### src/rtl/alu_result_serializer.sv
// Buffers ALU results (res, CF, GZ) in a small FIFO and sends each one on tx as a framed word:
// start bit, data bits LSB first, even-parity bit, stop bit.
module alu_result_serializer #(
  parameter int unsigned DATA_W   = 7,
  parameter int unsigned DEPTH    = 4,
  parameter int unsigned BAUD_DIV = 4
) (
  input  logic                     clk,
  input  logic                     rst,
  input  logic [DATA_W-1:0]        res_in,
  input  logic                     cf_in,
  input  logic                     gz_in,
  input  logic                     res_valid,
  input  logic                     clr_ovf,
  output logic                     tx,
  output logic                     tx_busy,
  output logic [$clog2(DEPTH):0]   fifo_count,
  output logic                     fifo_full,
  output logic                     fifo_empty,
  output logic                     overflow
);

  localparam int unsigned WordW = DATA_W + 2;
  localparam int unsigned PtrW  = $clog2(DEPTH);
  localparam int unsigned CntW  = PtrW + 1;
  localparam int unsigned BaudW = (BAUD_DIV > 1) ? $clog2(BAUD_DIV) : 1;
  localparam int unsigned BitW  = $clog2(WordW);

  localparam logic [BaudW-1:0] BaudLast = BaudW'(BAUD_DIV - 1);
  localparam logic [BitW-1:0]  BitLast  = BitW'(WordW - 1);
  localparam logic [CntW-1:0]  CntFull  = CntW'(DEPTH);

  localparam logic [2:0] StIdle   = 3'd0;
  localparam logic [2:0] StStart  = 3'd1;
  localparam logic [2:0] StData   = 3'd2;
  localparam logic [2:0] StParity = 3'd3;
  localparam logic [2:0] StStop   = 3'd4;

  // FIFO storage and bookkeeping
  logic [WordW-1:0] mem_q [DEPTH];
  logic [PtrW-1:0]  wr_ptr_q, rd_ptr_q;
  logic [CntW-1:0]  count_q, count_d;
  logic             full_q, empty_q;
  logic             ovf_q, ovf_d;

  // Transmitter state
  logic [2:0]       state_q, state_d;
  logic [BaudW-1:0] baud_q, baud_d;
  logic [BitW-1:0]  bit_q, bit_d;
  logic [WordW-1:0] shreg_q, shreg_d;
  logic             par_q, par_d;
  logic             tx_q, tx_d;
  logic             busy_q, busy_d;

  logic             push, pop, drop, bit_end;
  logic [WordW-1:0] word_in, head;

  assign word_in = {gz_in, cf_in, res_in};
  assign head    = mem_q[rd_ptr_q];
  assign pop     = (state_q == StIdle) && !empty_q;
  // A full FIFO still accepts a word when the head leaves on the same edge.
  assign push    = res_valid && (!full_q || pop);
  assign drop    = res_valid && !push;
  assign bit_end = (baud_q == BaudLast);

  always_comb begin
    count_d = count_q;
    unique case ({push, pop})
      2'b10:   count_d = count_q + CntW'(1);
      2'b01:   count_d = count_q - CntW'(1);
      default: count_d = count_q;
    endcase
  end

  always_comb begin
    ovf_d = ovf_q;
    if (drop) begin
      ovf_d = 1'b1;
    end else if (clr_ovf) begin
      ovf_d = 1'b0;
    end
  end

  always_ff @(posedge clk) begin
    if (push) begin
      mem_q[wr_ptr_q] <= word_in;
    end
  end

  always_ff @(posedge clk or negedge rst) begin
    if (!rst) begin
      wr_ptr_q <= '0;
      rd_ptr_q <= '0;
      count_q  <= '0;
      full_q   <= 1'b0;
      empty_q  <= 1'b1;
      ovf_q    <= 1'b0;
    end else begin
      if (push) begin
        wr_ptr_q <= wr_ptr_q + PtrW'(1);
      end
      if (pop) begin
        rd_ptr_q <= rd_ptr_q + PtrW'(1);
      end
      count_q <= count_d;
      full_q  <= (count_d == CntFull);
      empty_q <= (count_d == '0);
      ovf_q   <= ovf_d;
    end
  end

  always_comb begin
    state_d = state_q;
    baud_d  = baud_q;
    bit_d   = bit_q;
    shreg_d = shreg_q;
    par_d   = par_q;

    if (state_q != StIdle) begin
      baud_d = bit_end ? '0 : baud_q + BaudW'(1);
    end

    unique case (state_q)
      StIdle: begin
        if (pop) begin
          state_d = StStart;
          baud_d  = '0;
          bit_d   = '0;
          shreg_d = head;
          par_d   = ^head;
        end
      end
      StStart: begin
        if (bit_end) begin
          state_d = StData;
        end
      end
      StData: begin
        if (bit_end) begin
          if (bit_q == BitLast) begin
            state_d = StParity;
          end else begin
            bit_d   = bit_q + BitW'(1);
            shreg_d = shreg_q >> 1;
          end
        end
      end
      StParity: begin
        if (bit_end) begin
          state_d = StStop;
        end
      end
      StStop: begin
        if (bit_end) begin
          state_d = StIdle;
        end
      end
      default: begin
        state_d = StIdle;
        baud_d  = '0;
      end
    endcase
  end

  // tx is registered, so it is decoded from the state being entered.
  always_comb begin
    tx_d = 1'b1;
    unique case (state_d)
      StStart:  tx_d = 1'b0;
      StData:   tx_d = shreg_d[0];
      StParity: tx_d = par_d;
      default:  tx_d = 1'b1;
    endcase
    busy_d = (state_d != StIdle);
  end

  always_ff @(posedge clk or negedge rst) begin
    if (!rst) begin
      state_q <= StIdle;
      baud_q  <= '0;
      bit_q   <= '0;
      shreg_q <= '0;
      par_q   <= 1'b0;
      tx_q    <= 1'b1;
      busy_q  <= 1'b0;
    end else begin
      state_q <= state_d;
      baud_q  <= baud_d;
      bit_q   <= bit_d;
      shreg_q <= shreg_d;
      par_q   <= par_d;
      tx_q    <= tx_d;
      busy_q  <= busy_d;
    end
  end

  assign tx         = tx_q;
  assign tx_busy    = busy_q;
  assign fifo_count = count_q;
  assign fifo_full  = full_q;
  assign fifo_empty = empty_q;
  assign overflow   = ovf_q;

endmodule

### config.mk
export PLATFORM = sky130hd
export DESIGN_NAME = alu_result_serializer
export DESIGN_NICKNAME = d
export VERILOG_FILES = /design/src/rtl/alu_result_serializer.sv
export SDC_FILE = /design/constraint.sdc
export NUM_CORES = 1
export LEC_CHECK = 0
export ABC_CLOCK_PERIOD_IN_PS = 3500
export CAP_MARGIN = 20
export CORE_AREA = 2 2 94 96
export DETAILED_ROUTE_END_ITERATION = 12
export DIE_AREA = 0 0 96 98
export PLACE_DENSITY = 0.53
export SYNTH_ARGS = -nofsm -noshare
export SYNTH_HDL_FRONTEND = slang
export SYNTH_SLANG_ARGS = --single-unit
### constraint.sdc
create_clock -name clk -period 3.5 [get_ports clk]
set_input_delay 0.525 -clock clk [delete_from_list [all_inputs] [get_ports clk]]
set_output_delay 0.525 -clock clk [all_outputs]
set_load 0.02 [all_outputs]
==> run metrics <==
Hold Fails Final Rpt 0; Layout Area Growth over Synthesis 17.7%; Final Setup Violations 0; Chip Width 96 µm; syn_area_per_cell between 10 and 15 µm²; count of pins over their slew limit 0; gr busiest metal met2; cell family with most CP delay simple AND/OR/NAND/NOR gates; slew margin rel. about three fifths; CTS clk-pin slew, worst paths approximately 80 ps; DR iter-0 viols between 50 and 60; Initial Utilization about 34%; Hold Startpoint shreg_q[3]$_DFFE_PN0P_; Pre-antenna DRT Iters 4; Worst Skew 9.37 ps; ANT nets after route 0; met3 usage between 2 and 3%; clock sinks 67; first-pass GRT wire length 8220 µm; met1 Track Usage GR ~16%; Via Count about 1600; Post-DP HPWL approximately 3100 µm; worst hold path class flip-flop to flip-flop; CP Capture Type flip-flop; crit path from state_q[1]$_DFF_PN0_; Final TNS setup 0 ps; worst-skew pair later-pin latency between 300 and 400 ps; RSZ-0062 raised after global routing no; initial antenna violation count 0; fill count between 700 and 800; clock tree buffer depth 2; top_reg_cell synth edfxtp_1; most frequent CP cell xor2_1; CTS buffer count 9; core area between 0.008 and 0.009 mm²; Post-Synthesis Cells 200; cell area after synthesis around 0.0029 mm²; internal reg-to-reg setup slack approximately 700 ps; H-tree levels 3; worst-path cell chain or2_1, or3_1, clkinv_2, ha_1, inv_1, fa_1, xor2_1, nor2_1, xor2_1, nor2b_1; post-route insts no fill 338; CTS tree built; crit path DAT between 3000 and 4000 ps; min Tclk post-route between 2000 and 3000 ps; Worst Max-Slew Pin Slew 613 ps; max incr delay on CP a little under 500 ps; fmax 356 MHz; crit-path max FO 16; post-synth top area cell edfxtp_1; Synthesis Warnings 0; Worst Setup EP fifo_full$_DFF_PN0_; io pins 21; vias in the first global route approximately 1600; Die Y ~98 µm; outcome finished, final reports clean; largest net degree at the start of global routing 32; Worst Hold Slack between 400 and 500 ps; Max Cap Viol 0; placed cells around 320; # rows 34; EDFF count, synth 36; post-CTS setup buffers 0; reg2reg start state_q[1]$_DFF_PN0_; Synth Net Count between 200 and 250; Cell variety after synth between 40 and 50; leakage about 1.3 nW; Root Buffer clkbuf_8; Worst path depth 10; Worst Setup Start Kind flip-flop; GP Congestion between 0.7 and 0.8; nets roughly 250; post-synth top area share a little under two fifths; DR DRC count 0; Buf+Inv Stages, Crit Path 2; pwr dens just over 900 mW/mm²; DRT Wirelength approximately 4800 µm; Critical-path top delay cell or3_1; DIE AREA about 0.0094 mm²; Seq/Total Area, Yosys between 60 and 70%; met2 global-route usage around 17%; wire per inst between 10 and 15 µm; fin crit share approximately 80%; reg-to-reg endpoint fifo_full$_DFF_PN0_; top post-synthesis cells by area edfxtp_1 37%, dfrtp_1 25%, mux4_1 5.5%; Post-CTS Resized 0; Synth Register Bits 67; vias per std cell about 4.7; GRT Residual Overflow 0; Data required, critical path between 3000 and 4000 ps; port bufs 20; Global Route Usage Sum a little under an eighth; # diodes 0; share of cells above drive strength 1 around 12%; critical path type flip-flop to flip-flop; reg2reg path depth 10; Max IR drop VDD 0.323 mV; ys async rst share a little under half; cts hold-fix bufs 0
## layer usage
layer / wire length (µm) / vias up
met2: 2270 / 19
li1: - / 767
met5: 0 / -
met1: 2320 / 786
met3: 106 / 10
met4: 76 / 0
## cell families (layout without fill, tap and decap cells)
kind of cell / Yosys count / in the layout / share of synthesized area [%]
and+or+nand+nor: 54 / 54 / 8.91
AOI/OAI and AO/OA: 25 / 25 / 5.84
muxes: 10 / 10 / 8.18
adders and majority gates: 9 / 9 / 4.15
DFF: 67 / 67 / 64.3
buffers and inverters: 19 / 49 / 3.03
xor gates and xnor gates: 16 / 16 / 5.58
## final cells by class
| cell class | count | area, µm² | share of cell area, % |
|---|---|---|---|
| Clock buffer | 9 | 124 | 3.64 |
| Multi-Input combinational cell | 114 | 945 | 27.8 |
| Sequential cell | 67 | 1860 | 54.7 |
| Timing Repair Buffer | 21 | 208 | 6.11 |
| Inverter | 12 | 46.3 | 1.36 |
| Clock inverter | 7 | 85.1 | 2.50 |
| Tap cell | 108 | 135 | 3.97 |
## metrics by stage
stage / instance area [µm²] / total power [mW] / utilization, % / setup slack [ps]
6_report: 3400 / 3.11 / 40.2 / 689
5_1_grt: 3400 / 3.36 / 40.2 / 384
2_1_floorplan: 2890 / 2.19 / - / 805
3_5_place_dp: 3190 / 2.49 / 37.7 / 657
3_3_place_gp: 3190 / 2.47 / 37.7 / 764
4_1_cts: 3400 / 3.16 / 40.2 / 659
## synthesized netlist by cell type (4+ instances only)
master    instances
edfxtp_1         36
a22oi_1           7
o21ai_0           7
a21oi_1           4
ha_1              8
mux4_1            6
dfrtp_1          29
nand2_1          26
xnor2_1          10
nor2_1            7
xor2_1            4
inv_1            11
and2_1            5
## flip-flops by register name, summed over array words and instances (netlist names), 2 cells and up
register,cells
rd_ptr_q,2
mem_q,36
state_q,3
wr_ptr_q,2
baud_q,2
shreg_q,9
bit_q,4
fifo_count,3
## power breakdown
part           internal [mW]  total, mW  switching [mW]
Sequential              1.09       1.25           0.161
Clock                  0.342      0.671           0.329
Combinational          0.597       1.19           0.594
Total                   2.03       3.11            1.08
## worst min-delay path, cell delays in order (launching register included)
cell	delay [ps]
dfrtp_1	350
nand2_1	50
nand2_1	60
## worst min-delay path by stage
stage                                        end  slack (ps)  cells after the start
after detailed placement  shreg_q[7]$_DFFE_PN0P_         470                      2
final                     shreg_q[3]$_DFFE_PN0P_         490                      2
after global placement    shreg_q[2]$_DFFE_PN0P_         460                      2
after global routing      shreg_q[4]$_DFFE_PN0P_         510                      2
after floorplan              baud_q[0]$_DFF_PN0_         230                      0
after CTS                 shreg_q[1]$_DFFE_PN0P_         490                      2
## layout by cell type (no fill, tap or decap), types with 2 or more instances in the layout
cell type,Yosys,final
a21oi_1,4,4
a22oi_1,7,7
and2_1,5,5
clkbuf_8,0,9
clkdlybuf4s50_1,0,20
clkinv_4,0,3
dfrtp_1,29,29
dfstp_2,2,2
edfxtp_1,36,36
ha_1,8,8
inv_1,11,11
inv_6,0,2
mux4_1,6,6
mux4_2,3,3
nand2_1,26,26
nand2b_1,2,2
nand3_1,2,2
nand3b_1,3,3
nor2_1,7,7
o21ai_0,7,7
or3_1,3,3
xnor2_1,10,10
xor2_1,4,4
No activity file was read; power rests on OpenSTA's default activity.
